**src/rtl/program_memory_slave.sv**
```systemverilog
// Avalon-MM slave memory: per-transaction wait-state FSM, left-shifted read data.
// Define PROGRAM_MEM_BYTEENABLE_EN to add s0_byteenable and byte-lane writes.
module program_memory_slave #(
  parameter int DATA_WIDTH  = 32,
  parameter int ADDR_WIDTH  = 7,
  parameter int WAIT_CYCLES = 2,
  parameter int READ_SHIFT  = 1
) (
  input  logic                  clk,
  input  logic                  reset,
  input  logic [31:0]           s0_address,
  input  logic                  s0_read,
  input  logic                  s0_write,
  output logic [DATA_WIDTH-1:0] s0_readdata,
  input  logic [DATA_WIDTH-1:0] s0_writedata,
  output logic                  s0_waitrequest
`ifdef PROGRAM_MEM_BYTEENABLE_EN
  ,
  input  logic [DATA_WIDTH/8-1:0] s0_byteenable
`endif
);

  localparam int DEPTH = 1 << ADDR_WIDTH;
  localparam logic [7:0] CNT_INIT = 8'((WAIT_CYCLES > 0) ? WAIT_CYCLES - 1 : 0);

  typedef enum logic [1:0] {IDLE, WAIT, ACK} state_t;

  state_t                  state;
  logic [7:0]              cnt;
  logic [DATA_WIDTH-1:0]   mem [DEPTH];
  logic [ADDR_WIDTH-1:0]   idx;
  logic                    in_range;
  logic                    req;
  logic                    ack;
  logic                    wr_en;
  logic [DATA_WIDTH-1:0]   rd_word;

  assign idx      = s0_address[ADDR_WIDTH-1:0];
  assign in_range = (s0_address[31:ADDR_WIDTH] == '0);
  assign req      = s0_read | s0_write;

  // Every transaction pays the full stall; ACK always returns to IDLE.
  always_ff @(posedge clk or posedge reset) begin
    if (reset) begin
      state <= IDLE;
      cnt   <= '0;
    end else begin
      case (state)
        IDLE: if (req) begin
          cnt   <= CNT_INIT;
          state <= (WAIT_CYCLES == 1) ? ACK : WAIT;
        end
        WAIT: if (!req) begin
          state <= IDLE;
        end else begin
          cnt <= cnt - 8'd1;
          if (cnt == 8'd1) state <= ACK;
        end
        ACK:     state <= IDLE;
        default: state <= IDLE;
      endcase
    end
  end

  generate
    if (WAIT_CYCLES == 0) begin : g_nowait
      assign ack            = req & ~reset;
      assign s0_waitrequest = 1'b0;
    end else begin : g_wait
      assign ack            = req & ~reset & (state == ACK);
      assign s0_waitrequest = req & (state != ACK);
    end
  endgenerate

  // A simultaneous read+write is a write; the read port still sees old contents.
  assign wr_en   = ack & s0_write & in_range;
  assign rd_word = mem[idx];

  always_comb begin
    s0_readdata = '0;
    if (ack && s0_read && in_range) s0_readdata = rd_word << READ_SHIFT;
  end

  // Array is never reset; contents survive a reset pulse.
  always_ff @(posedge clk) begin
    if (wr_en) begin
`ifdef PROGRAM_MEM_BYTEENABLE_EN
      for (int b = 0; b < DATA_WIDTH/8; b++)
        if (s0_byteenable[b]) mem[idx][b*8 +: 8] <= s0_writedata[b*8 +: 8];
`else
      mem[idx] <= s0_writedata;
`endif
    end
  end

endmodule

```
**config.mk**
```make
export PLATFORM = sky130hd
export DESIGN_NAME = program_memory_slave
export DESIGN_NICKNAME = d
export VERILOG_FILES = /design/src/rtl/program_memory_slave.sv
export SDC_FILE = /design/constraint.sdc
export NUM_CORES = 2
export LEC_CHECK = 0
export BUFFER_PORTS_ARGS = -buffer_cell sky130_fd_sc_hd__buf_4
export CORE_MARGIN = 10
export CORE_UTILIZATION = 50
export CTS_CLUSTER_SIZE = 12
export DETAILED_ROUTE_END_ITERATION = 7
export PLACE_DENSITY = 0.64
export SYNTH_ARGS = -nofsm -noshare
export SYNTH_HDL_FRONTEND = slang
export SYNTH_SLANG_ARGS = --single-unit
```
**constraint.sdc**
```tcl
create_clock -name clk -period 8.4 [get_ports clk]
set_input_delay 0.42 -clock clk [delete_from_list [all_inputs] [get_ports clk]]
set_output_delay 0.42 -clock clk [all_outputs]
set_load 0.02 [all_outputs]
```
==> flow_summary.yaml <==
worst_setup_path:
  worst-endpoint-arrival_ns: 4.71
  worstSetupEndpointType: "primary output"
  reg2reg_slack_ns: 4.10
  setup.worst_path.start: "s0_address[0]"
  crit_required_ns: 7.98
  crit_end: "s0_readdata[24]"
  r2r-start: "state[0]"
  start_kind: "input pin"
  critical_path_start_end_classification: "in2out"
  r2r_end: "mem[123][28]"
  worstPathMaxFanout: 125
  reg2reg_depth: 6
die:
  die_area_um2: 329000
  floorplan.die.height_um: 573
  core_area_um2: 305000
  initial_utilization_pct: 50.1
  die_x_um: 573
  placement_rows: 203
  io_pins: 101
synthesis:
  synth_sequential_area_ratio_pct: 78.0
  synth_warnings: 0
  syn-mean-instance-area_um2: 18.3
  synth_top_cell_by_area: "sky130_fd_sc_hd__edfxtp_1"
  synthesis.nets: 8430
  post-synth-top-area-fraction_pct: 77.8
  synth.ff_latch_count: 3978
  synth_cell_type_count: 40
  leading_post_synthesis_cells_by_cell_area: "sky130_fd_sc_hd__edfxtp_1, sky130_fd_sc_hd__mux2i_1, sky130_fd_sc_hd__o22ai_1"
  syn-instance-count: 8360
  number_of_enable_type_register_cells_in_the_synthesized_netlist: 3968
  mappedNetlistArea_um2: 153000
  postSynth.asyncResetShare_pct: 0.251
  synth_ff_type: "sky130_fd_sc_hd__edfxtp_1"
grt:
  grt_use_total_pct: 23.9
  maximum_number_of_pins_on_one_net_before_global_route_repair: 137
  grt_remaining_overflow: 0
  grt_antenna_before_repair: 27
  wire_length_of_the_first_global_routing_pass_um: 575000
  grt_pass1_vias: 79400
sta:
  clock-skew-final_ns: 0.0467
  timing.slew.headroom_pct: 13.9
  grt_setup_unrepaired: "no"
  slew_viol_final: 0
  hold_slack_ns: 0.0214
  final_hold_violation_count: 0
  clock.fmax_mhz: 195
  finalWorstPathRequiredPeriod_ns: 5.13
  finalSetupViolCount: 0
  finalCritPeriodShare_pct: 61.1
  pin_slew_with_the_least_headroom_to_its_limit_ns: 1.29
  finalSetupTns_ns: 0
clocking:
  htree_num_levels: 5
  tritoncts_num_sinks: 3978
  post_cts_resized: 0
  clk_pin_slew_worst_setup_hold_paths_ns: 0.06
  tritoncts_clock_tree: "yes"
  cts_root_buf: "sky130_fd_sc_hd__clkbuf_16"
  clockBufferDepth: 4
  clk-insertion-delay-late_ns: 0.94
  cts-buffers-inserted: 400
route:
  post_drt_via_cell_ratio: 6.27
  detailedRoute.firstPassIterationCount: 6
  postRouteAntennaNets: 0
  post_drt_wl_per_cell_um: 31.5
  iteration_0_drc_count_of_the_detailed_router: 9207
  drt-total-wl_um: 407000
  drc_errors: 0
  routed-via-count: 81000
placement:
  finalWeightedCongestion: 0.822
  port-buffer-count: 98
  dp.final_hpwl_um: 221000
final_layout:
  finish.net_count: 8670
  layout-drive-gt1-share_pct: 11.1
  fin_util_pct: 56.1
  synthToLayoutAreaGrowth_pct: 11.9
run:
  cap_viol_max_count: 0
outcome:
  run_status: "completed"
hold_path:
  hold_path_class: "in2async"
pwr:
  ir_worst_vdd_v: 0.000158
  static-leakage-power_nw: 57.1
  pwr_dens_nw_per_um2: 232
-- worst min path at each step --
stage,endpoint,from,slack (ns),cells past startpoint
final,state[0],reset,0.02,3
after global routing,mem[22][1],s0_writedata[1],0.02,1
after CTS,mem[22][1],s0_writedata[1],0.005,1
after detailed placement,state[0],reset,0.44,2
after global placement,state[1],reset,0.43,2
after floorplan,cnt[0],reset,0.26,1
-- final cells by class --
cell class / count / area [µm²]
Timing Repair Buffer: 363 / 3200
Tap cell: 4100 / 5130
Clock buffer: 509 / 10600
Inverter: 6 / 22.5
Antenna cell: 16 / 40.0
Multi-Input combinational cell: 3851 / 32200
Clock inverter: 102 / 709
Fill cell: 23000 / 134000
Sequential cell: 3978 / 119000
-- cell usage in the layout, fill, tap and decap left out, types with 22 or more instances in the layout --
| cell | n |
|---|---|
| sky130_fd_sc_hd__a41oi_1 | 102 |
| sky130_fd_sc_hd__a41oi_2 | 22 |
| sky130_fd_sc_hd__buf_12 | 35 |
| sky130_fd_sc_hd__buf_4 | 321 |
| sky130_fd_sc_hd__clkbuf_1 | 100 |
| sky130_fd_sc_hd__clkbuf_16 | 409 |
| sky130_fd_sc_hd__clkinv_1 | 61 |
| sky130_fd_sc_hd__edfxtp_1 | 3968 |
| sky130_fd_sc_hd__mux2i_1 | 1984 |
| sky130_fd_sc_hd__nand2_1 | 22 |
| sky130_fd_sc_hd__nor2_4 | 129 |
| sky130_fd_sc_hd__o21ai_0 | 469 |
| sky130_fd_sc_hd__o21ai_1 | 30 |
| sky130_fd_sc_hd__o22ai_1 | 992 |
| sky130_fd_sc_hd__o41a_1 | 31 |
-- power by group --
group	internal, W	switching [W]	total, W
combinational	0.000559	0.00132	0.00188
sequential	0.0219	0.0000215	0.0219
clock	0.00894	0.00702	0.0160
total	0.0314	0.00836	0.0397
-- stage by stage --
step	power, W	setup WS (ns)	cell area, µm²	std cells
floorplan	0.0233	4.90	153000	8360
global placement	0.0241	3.38	160000	12300
detailed placement	0.0241	3.37	160000	12300
CTS	0.0399	3.35	171000	12900
global route	0.0408	3.24	171000	12900
finish	0.0397	3.27	171000	12900
-- registers in the layout (all words and copies together), names as in the netlist --
| signal | cells |
|---|---|
| state | 2 |
| mem | 3968 |
| cnt | 8 |
-- metal layers --
| metal | GRT usage (%) | share of wire (%) |
|---|---|---|
| met1 | 32.8 | 40 |
| met2 | 38.1 | 47 |
| met3 | 4.89 | 8.8 |
| met4 | 8.58 | 3.7 |
| met5 | 0 | 0.033 |
-- critical path: stages --
cell                      delay [ns]
sky130_fd_sc_hd__buf_16         0.39
sky130_fd_sc_hd__buf_12         0.64
sky130_fd_sc_hd__buf_12         0.50
sky130_fd_sc_hd__mux2i_1        0.27
sky130_fd_sc_hd__o22ai_1        0.11
sky130_fd_sc_hd__o21ai_1        0.37
sky130_fd_sc_hd__a41oi_2        0.58
sky130_fd_sc_hd__o41a_1         0.69
sky130_fd_sc_hd__buf_4          0.20
-- Yosys cell counts, types with 2 or more instances --
master,n
sky130_fd_sc_hd__edfxtp_1,3968
sky130_fd_sc_hd__mux2i_1,1984
sky130_fd_sc_hd__o22ai_1,992
sky130_fd_sc_hd__o21ai_0,469
sky130_fd_sc_hd__buf_2,314
sky130_fd_sc_hd__clkbuf_1,146
sky130_fd_sc_hd__nor2_1,139
sky130_fd_sc_hd__a41oi_1,124
sky130_fd_sc_hd__buf_4,51
sky130_fd_sc_hd__nand2_1,31
sky130_fd_sc_hd__o41a_1,31
sky130_fd_sc_hd__o21ai_1,30
sky130_fd_sc_hd__buf_6,13
sky130_fd_sc_hd__dfrtp_1,10
sky130_fd_sc_hd__nor4_1,8
sky130_fd_sc_hd__inv_1,6
sky130_fd_sc_hd__nor2b_1,6
sky130_fd_sc_hd__nand2b_1,5
sky130_fd_sc_hd__nand3_1,4
sky130_fd_sc_hd__o31ai_1,3
sky130_fd_sc_hd__a21oi_1,2
sky130_fd_sc_hd__and2_1,2
sky130_fd_sc_hd__ha_1,2
sky130_fd_sc_hd__nor4b_1,2
sky130_fd_sc_hd__or2_2,2
sky130_fd_sc_hd__xor2_1,2
-- kinds of logic after synthesis --
group / Yosys count / synth area share (%)
AO/OA/AOI/OAI: 1653 / 6.65
XOR/XNOR: 3 / 0.0172
adder cells (fa/ha/maj): 2 / 0.0163
buffers and inverters: 531 / 1.75
flip-flops: 3978 / 78.0
multiplexers: 1984 / 13.0
other: 1 / 0.00245
AND/OR/NAND/NOR: 208 / 0.591
-- repair_timing --
action                    CTS  global route
setup buffers               0             0
hold buffers                6             0
hold endpoints to repair   39             0
(Power assumes the default switching activity.)
